<file path="src/rtl/sdram_arbiter.sv">
// Shares the sdram word port between the ST bus (primary, zero-latency pass-through)
// and a DMA port (secondary, registered fixed-latency accesses); also schedules ST refresh.
module sdram_arbiter #(
  parameter int RAM_LAT = 4,
  parameter int AW      = 22
) (
  input  logic          clk_32,
  input  logic          reset,
  input  logic          ram_ready,
  input  logic          st_cs,
  input  logic          st_we,
  input  logic [1:0]    st_ds,
  input  logic [AW:1]   st_addr,
  input  logic [15:0]   st_din,
  input  logic          st_refresh,
  output logic [15:0]   st_dout,
  input  logic          dma_req,
  input  logic          dma_we,
  input  logic [AW:1]   dma_addr,
  input  logic [15:0]   dma_din,
  output logic          dma_ack,
  output logic [15:0]   dma_dout,
  output logic          ram_cs,
  output logic          ram_we,
  output logic          ram_refresh,
  output logic [1:0]    ram_ds,
  output logic [AW:1]   ram_addr,
  output logic [15:0]   ram_din,
  input  logic [15:0]   ram_dout,
  output logic          collision
);

  localparam int            CW       = (RAM_LAT > 1) ? $clog2(RAM_LAT) : 1;
  localparam logic [CW-1:0] CNT_LAST = CW'(RAM_LAT - 1);

  typedef enum logic [1:0] {IDLE, ST_OP, REF_OP, DMA_OP} state_t;

  state_t          state;
  logic [CW-1:0]   cnt;
  logic            st_pend;
  logic            ref_pend;
  logic            ref_short;
  logic            st_cs_q;
  logic            st_ref_q;
  logic            cs_r;
  logic            we_r;
  logic [1:0]      ds_r;
  logic [AW:1]     addr_r;
  logic [15:0]     din_r;
  logic            st_path;

  // The ST bus drives the sdram directly while it owns the port, including the
  // granting IDLE cycle, so ST timing is untouched. The DMA ack cycle keeps ram_cs low.
  always_comb begin
    st_path = (state == ST_OP) ||
              ((state == IDLE) && ram_ready && st_cs && !dma_ack);
  end

  assign ram_cs      = st_path ? st_cs   : cs_r;
  assign ram_we      = st_path ? st_we   : we_r;
  assign ram_ds      = st_path ? st_ds   : ds_r;
  assign ram_addr    = st_path ? st_addr : addr_r;
  assign ram_din     = st_path ? st_din  : din_r;
  assign ram_refresh = (state == REF_OP) && (ref_short || st_refresh);

  // NOTE: all state uses non-blocking assignments so every branch sees the
  // pre-edge values; reset is synchronous and only taken on the clock edge.
  always_ff @(posedge clk_32) begin
    if (reset) begin
      state     <= IDLE;
      cnt       <= '0;
      st_pend   <= 1'b0;
      ref_pend  <= 1'b0;
      ref_short <= 1'b0;
      st_cs_q   <= 1'b0;
      st_ref_q  <= 1'b0;
      cs_r      <= 1'b0;
      we_r      <= 1'b0;
      ds_r      <= 2'b11;
      addr_r    <= '0;
      din_r     <= '0;
      dma_ack   <= 1'b0;
      dma_dout  <= '0;
      st_dout   <= '0;
      collision <= 1'b0;
    end else begin
      st_cs_q  <= st_cs;
      st_ref_q <= st_refresh;
      dma_ack  <= 1'b0;
      if (st_path) st_dout <= ram_dout;

      case (state)
        IDLE: begin
          if (ram_ready) begin
            if (st_cs || st_pend) begin
              state   <= ST_OP;
              st_pend <= 1'b0;
              if (st_refresh) ref_pend <= 1'b1;
            end else if (st_refresh) begin
              state     <= REF_OP;
              ref_pend  <= 1'b0;
              ref_short <= 1'b0;
            end else if (ref_pend) begin
              state     <= REF_OP;
              ref_pend  <= 1'b0;
              ref_short <= 1'b1;
            end else if (dma_req && !dma_ack) begin
              // A request still high during its own ack cycle is the old one.
              state  <= DMA_OP;
              cnt    <= '0;
              cs_r   <= 1'b1;
              we_r   <= dma_we;
              ds_r   <= 2'b00;
              addr_r <= dma_addr;
              din_r  <= dma_din;
            end
          end
        end

        ST_OP: begin
          if (st_refresh && !st_ref_q) ref_pend <= 1'b1;
          if (!st_cs) state <= IDLE;
        end

        REF_OP: begin
          if (ref_short || !st_refresh) state <= IDLE;
        end

        DMA_OP: begin
          if (st_cs && !st_cs_q) begin
            st_pend   <= 1'b1;
            collision <= 1'b1;
          end
          if (st_refresh && !st_ref_q) ref_pend <= 1'b1;
          if (cnt == CNT_LAST) begin
            dma_dout <= ram_dout;
            dma_ack  <= 1'b1;
            cs_r     <= 1'b0;
            we_r     <= 1'b0;
            ds_r     <= 2'b11;
            state    <= IDLE;
          end else begin
            cnt <= cnt + 1'b1;
          end
        end

        default: state <= IDLE;
      endcase
    end
  end

endmodule

</file>
<file path="config.mk">
export PLATFORM = sky130hd
export DESIGN_NAME = sdram_arbiter
export DESIGN_NICKNAME = d
export VERILOG_FILES = /design/src/rtl/sdram_arbiter.sv
export SDC_FILE = /design/constraint.sdc
export NUM_CORES = 1
export LEC_CHECK = 0
export CAP_MARGIN = 10
export CELL_PAD_IN_SITES_DETAIL_PLACEMENT = 2
export CELL_PAD_IN_SITES_GLOBAL_PLACEMENT = 2
export CORE_ASPECT_RATIO = 1.25
export CORE_MARGIN = 4
export CORE_UTILIZATION = 20
export CTS_CLUSTER_SIZE = 8
export DETAILED_ROUTE_END_ITERATION = 16
export GPL_TIMING_DRIVEN = 0
export HOLD_SLACK_MARGIN = 0.12
export PLACE_DENSITY = 0.89
export SLEW_MARGIN = 0
export SYNTH_ARGS = -nofsm -noshare
export SYNTH_HDL_FRONTEND = slang
export SYNTH_SLANG_ARGS = --single-unit
export TNS_END_PERCENT = 100
</file>
<file path="constraint.sdc">
create_clock -name clk_32 -period 2.63 [get_ports clk_32]
set_input_delay 0.6575 -clock clk_32 [delete_from_list [all_inputs] [get_ports clk_32]]
set_output_delay 0.6575 -clock clk_32 [all_outputs]
set_load 0.01 [all_outputs]
</file>
==> results.json <==
{
  "ys_types": 35,
  "gp_congestion": 0.7567,
  "start_kind": "input port",
  "grtUsageTotal_pct": 15.53,
  "power_density_nw_per_um2": 645.0,
  "async_flop_share_pct": 0,
  "clkTransAtPathRegs_ns": 0.07,
  "die_width_um": 127.9,
  "synth-edff-count": 0,
  "seq_area_um2": 1684,
  "pwr-share-comb_pct": 32.9,
  "p_leak_nw": 2.386,
  "drcViolationCount": 0,
  "p_switching_mw": 1.220,
  "end_kind": "output port",
  "tightest_slew_ns": 0.6846,
  "drive_gt1_share_pct": 13.03,
  "dr_wl_met2_mm": 8.474,
  "fp.dieH_um": 157.9,
  "clockRootBuffer": "clkbuf_16",
  "maxSlewHeadroom_pct": 54.36,
  "syn_area_per_cell_um2": 6.980,
  "fp.coreArea_um2": 17570,
  "fin_skew_ns": 0.008870,
  "highest_layer": "met4",
  "synth_cells": 515,
  "ys_seq_elements": 84,
  "synth_warnings": 0,
  "final_antenna_net_count": 0,
  "status": "complete, no violations",
  "cp.arrival_ns": 1.92,
  "cts_tree": "built",
  "drt-met1-wl_mm": 6.240,
  "dr_total_vias": 4159,
  "drv_slew": 0,
  "grt-ovfl-total": 0,
  "grt_max_degree": 14,
  "final_cell_mix": "nand2_1, clkdlybuf4s50_1, dfxtp_1",
  "ios": 179,
  "maxCapViolations": 0,
  "num-fill-cells": 2068,
  "hold_slack_ns": 0.4573,
  "initial_core_util_pct": 20.46,
  "wl_per_cell_um": 17.03,
  "ys.flop_type": "dfxtp_1",
  "clock_path_buffers": 2,
  "syn_to_final_growth_pct": 67.70,
  "post-route-min-period_ns": 2.578,
  "h-tree-depth": 3,
  "portBuffers": 177,
  "worstPathRequired_ns": 1.97,
  "max_freq_mhz": 387.9,
  "clkPwrFrac_pct": 31.4,
  "grt_first_pass_wirelength_mm": 24.48,
  "syn_nets": 618,
  "wl_mm": 15.97,
  "hold_path.class": "register to register",
  "diodes": 0,
  "hpwlAfterDp_mm": 12.23,
  "p_int_mw": 2.669,
  "yosysSeqAreaShare_pct": 46.78,
  "final_common_cell": "nand2_1",
  "netlist_area_um2": 3595,
  "netSwitchingFraction_pct": 31.37,
  "post-route-period-util_pct": 98.01,
  "drtIter0Drc": 110,
  "multi_input_area_um2": 1742,
  "clk_latency_ns": 0.34,
  "drtPass1Iterations": 4,
  "cts.sinks": 84,
  "p_seq_share_pct": 35.8,
  "path_class": "input port to output port",
  "timing_hold_violations_final": 0,
  "wl_met3_um": 950,
  "final_nets": 813,
  "rows": 54,
  "grt_pass1_vias": 4505,
  "numCtsBuffers": 9,
  "setup_viol": 0,
  "finalPower_mw": 3.888,
  "worstPathMaxFanout": 8,
  "irDropWorstVdd_uv": 277.2,
  "antenna_found_initial": 0,
  "die_area_um2": 20200,
  "vias_per_cell": 4.434
}
## synthesized netlist by cell type (2+ instances only)
cell type	count	area, µm²
nor2_1	8	30.03
buf_2	11	55.05
nor2b_1	6	37.54
nand3_1	5	25.02
dfxtp_1	84	1682
o21bai_1	2	15.01
o21ai_0	5	25.02
a31oi_1	4	25.02
buf_1	2	7.510
o31ai_1	2	15.01
a21oi_1	75	375.4
nand3b_1	2	15.01
buf_6	4	45.04
inv_1	4	15.01
clkbuf_1	18	67.56
nand2_1	264	991.0
## final cells by class
type / instances / area share (%)
Multi-Input combinational cell: 391 / 28.89
Inverter: 4 / 0.2491
Sequential cell: 84 / 27.94
Clock buffer: 11 / 4.193
Clock inverter: 4 / 0.4151
Buffer: 36 / 4.670
Timing Repair Buffer: 184 / 29.00
Tap cell: 224 / 4.649
## power by group through the flow
stage               logic [mW]  registers, mW  clock network (mW)
global route              1.40           1.40                1.33
CTS                       1.29           1.39                1.27
finish                    1.28           1.39                1.22
floorplan                0.497           1.42                   0
global placement          1.16           1.41                   0
detailed placement        1.18           1.42                   0
## timing repair
item / CTS / global route
pin swaps: 3 / 2
gates cloned: 1 / 1
endpoints found under the hold margin: 0 / 0
setup buffers: 5 / 0
hold buffers: 0 / 0
resized for setup: 174 / 26
endpoints found under the setup margin: 43 / 40
## metrics by stage
| step | instances | utilization (%) | instance area [µm²] | setup TNS [ns] | setup WS [ns] |
|---|---|---|---|---|---|
| 6_report | 938 | 34.32 | 6028 | 0 | 0.05233 |
| 5_1_grt | 938 | 34.32 | 6028 | -0.0003626 | -0.0003626 |
| 4_1_cts | 937 | 34.52 | 6065 | -0.1882 | -0.05013 |
| 3_5_place_dp | 916 | 32.14 | 5647 | -54.88 | -1.349 |
| 3_3_place_gp | 916 | 32.14 | 5647 | -48.99 | -1.268 |
| 2_1_floorplan | 515 | - | 3595 | 0 | 0.1887 |
## kinds of logic (layout without fill, tap and decap cells)
| kind of cell | Yosys count | count (layout) | share of synthesized area (%) |
|---|---|---|---|
| AND/OR/NAND/NOR | 294 | 294 | 32.72 |
| buffers and inverters | 40 | 239 | 5.499 |
| adder cells (fa/ha/maj) | 1 | 1 | 0.3480 |
| flip-flops | 84 | 84 | 46.78 |
| AO/OA/AOI/OAI | 96 | 96 | 14.65 |
## path summary, 6_finish.rpt
kind                           start                       to  slack, ns  cells past startpoint
max reg2reg     st_pend$_SDFFE_PP0P_   din_r[15]$_SDFFE_PP0P_       0.69                      5
min          addr_r[10]$_SDFFE_PP0P_  addr_r[10]$_SDFFE_PP0P_       0.46                      2
min reg2reg  addr_r[10]$_SDFFE_PP0P_  addr_r[10]$_SDFFE_PP0P_       0.46                      2
max                            st_cs               ram_din[0]       0.05                      9
## routing by layer
| metal | vias to the layer above | track usage [%] |
|---|---|---|
| met5 | - | 0 |
| met4 | 0 | 4.853 |
| met3 | 17 | 4.117 |
| met2 | 103 | 29.06 |
| met1 | 1991 | 16.99 |
| li1 | 2048 | - |
## flip-flops by register name, indices dropped and copies added, names as in the netlist
name,flops
addr_r,22
din_r,16
dma_dout,16
st_dout,16
cnt,2
state,2
collision,1
cs_r,1
dma_ack,1
ds_r,1
ref_pend,1
ref_short,1
st_cs_q,1
st_pend,1
st_ref_q,1
we_r,1
## worst max-delay path, stage by stage
cell             delay (ns)
buf_4                  0.15
and3b_2                0.25
o21bai_4               0.13
buf_6                  0.13
buf_6                  0.12
clkbuf_16              0.13
nand2_1                0.06
nand2_1                0.06
clkdlybuf4s15_2        0.22
Note: power is estimated with default switching activity, not from simulation.
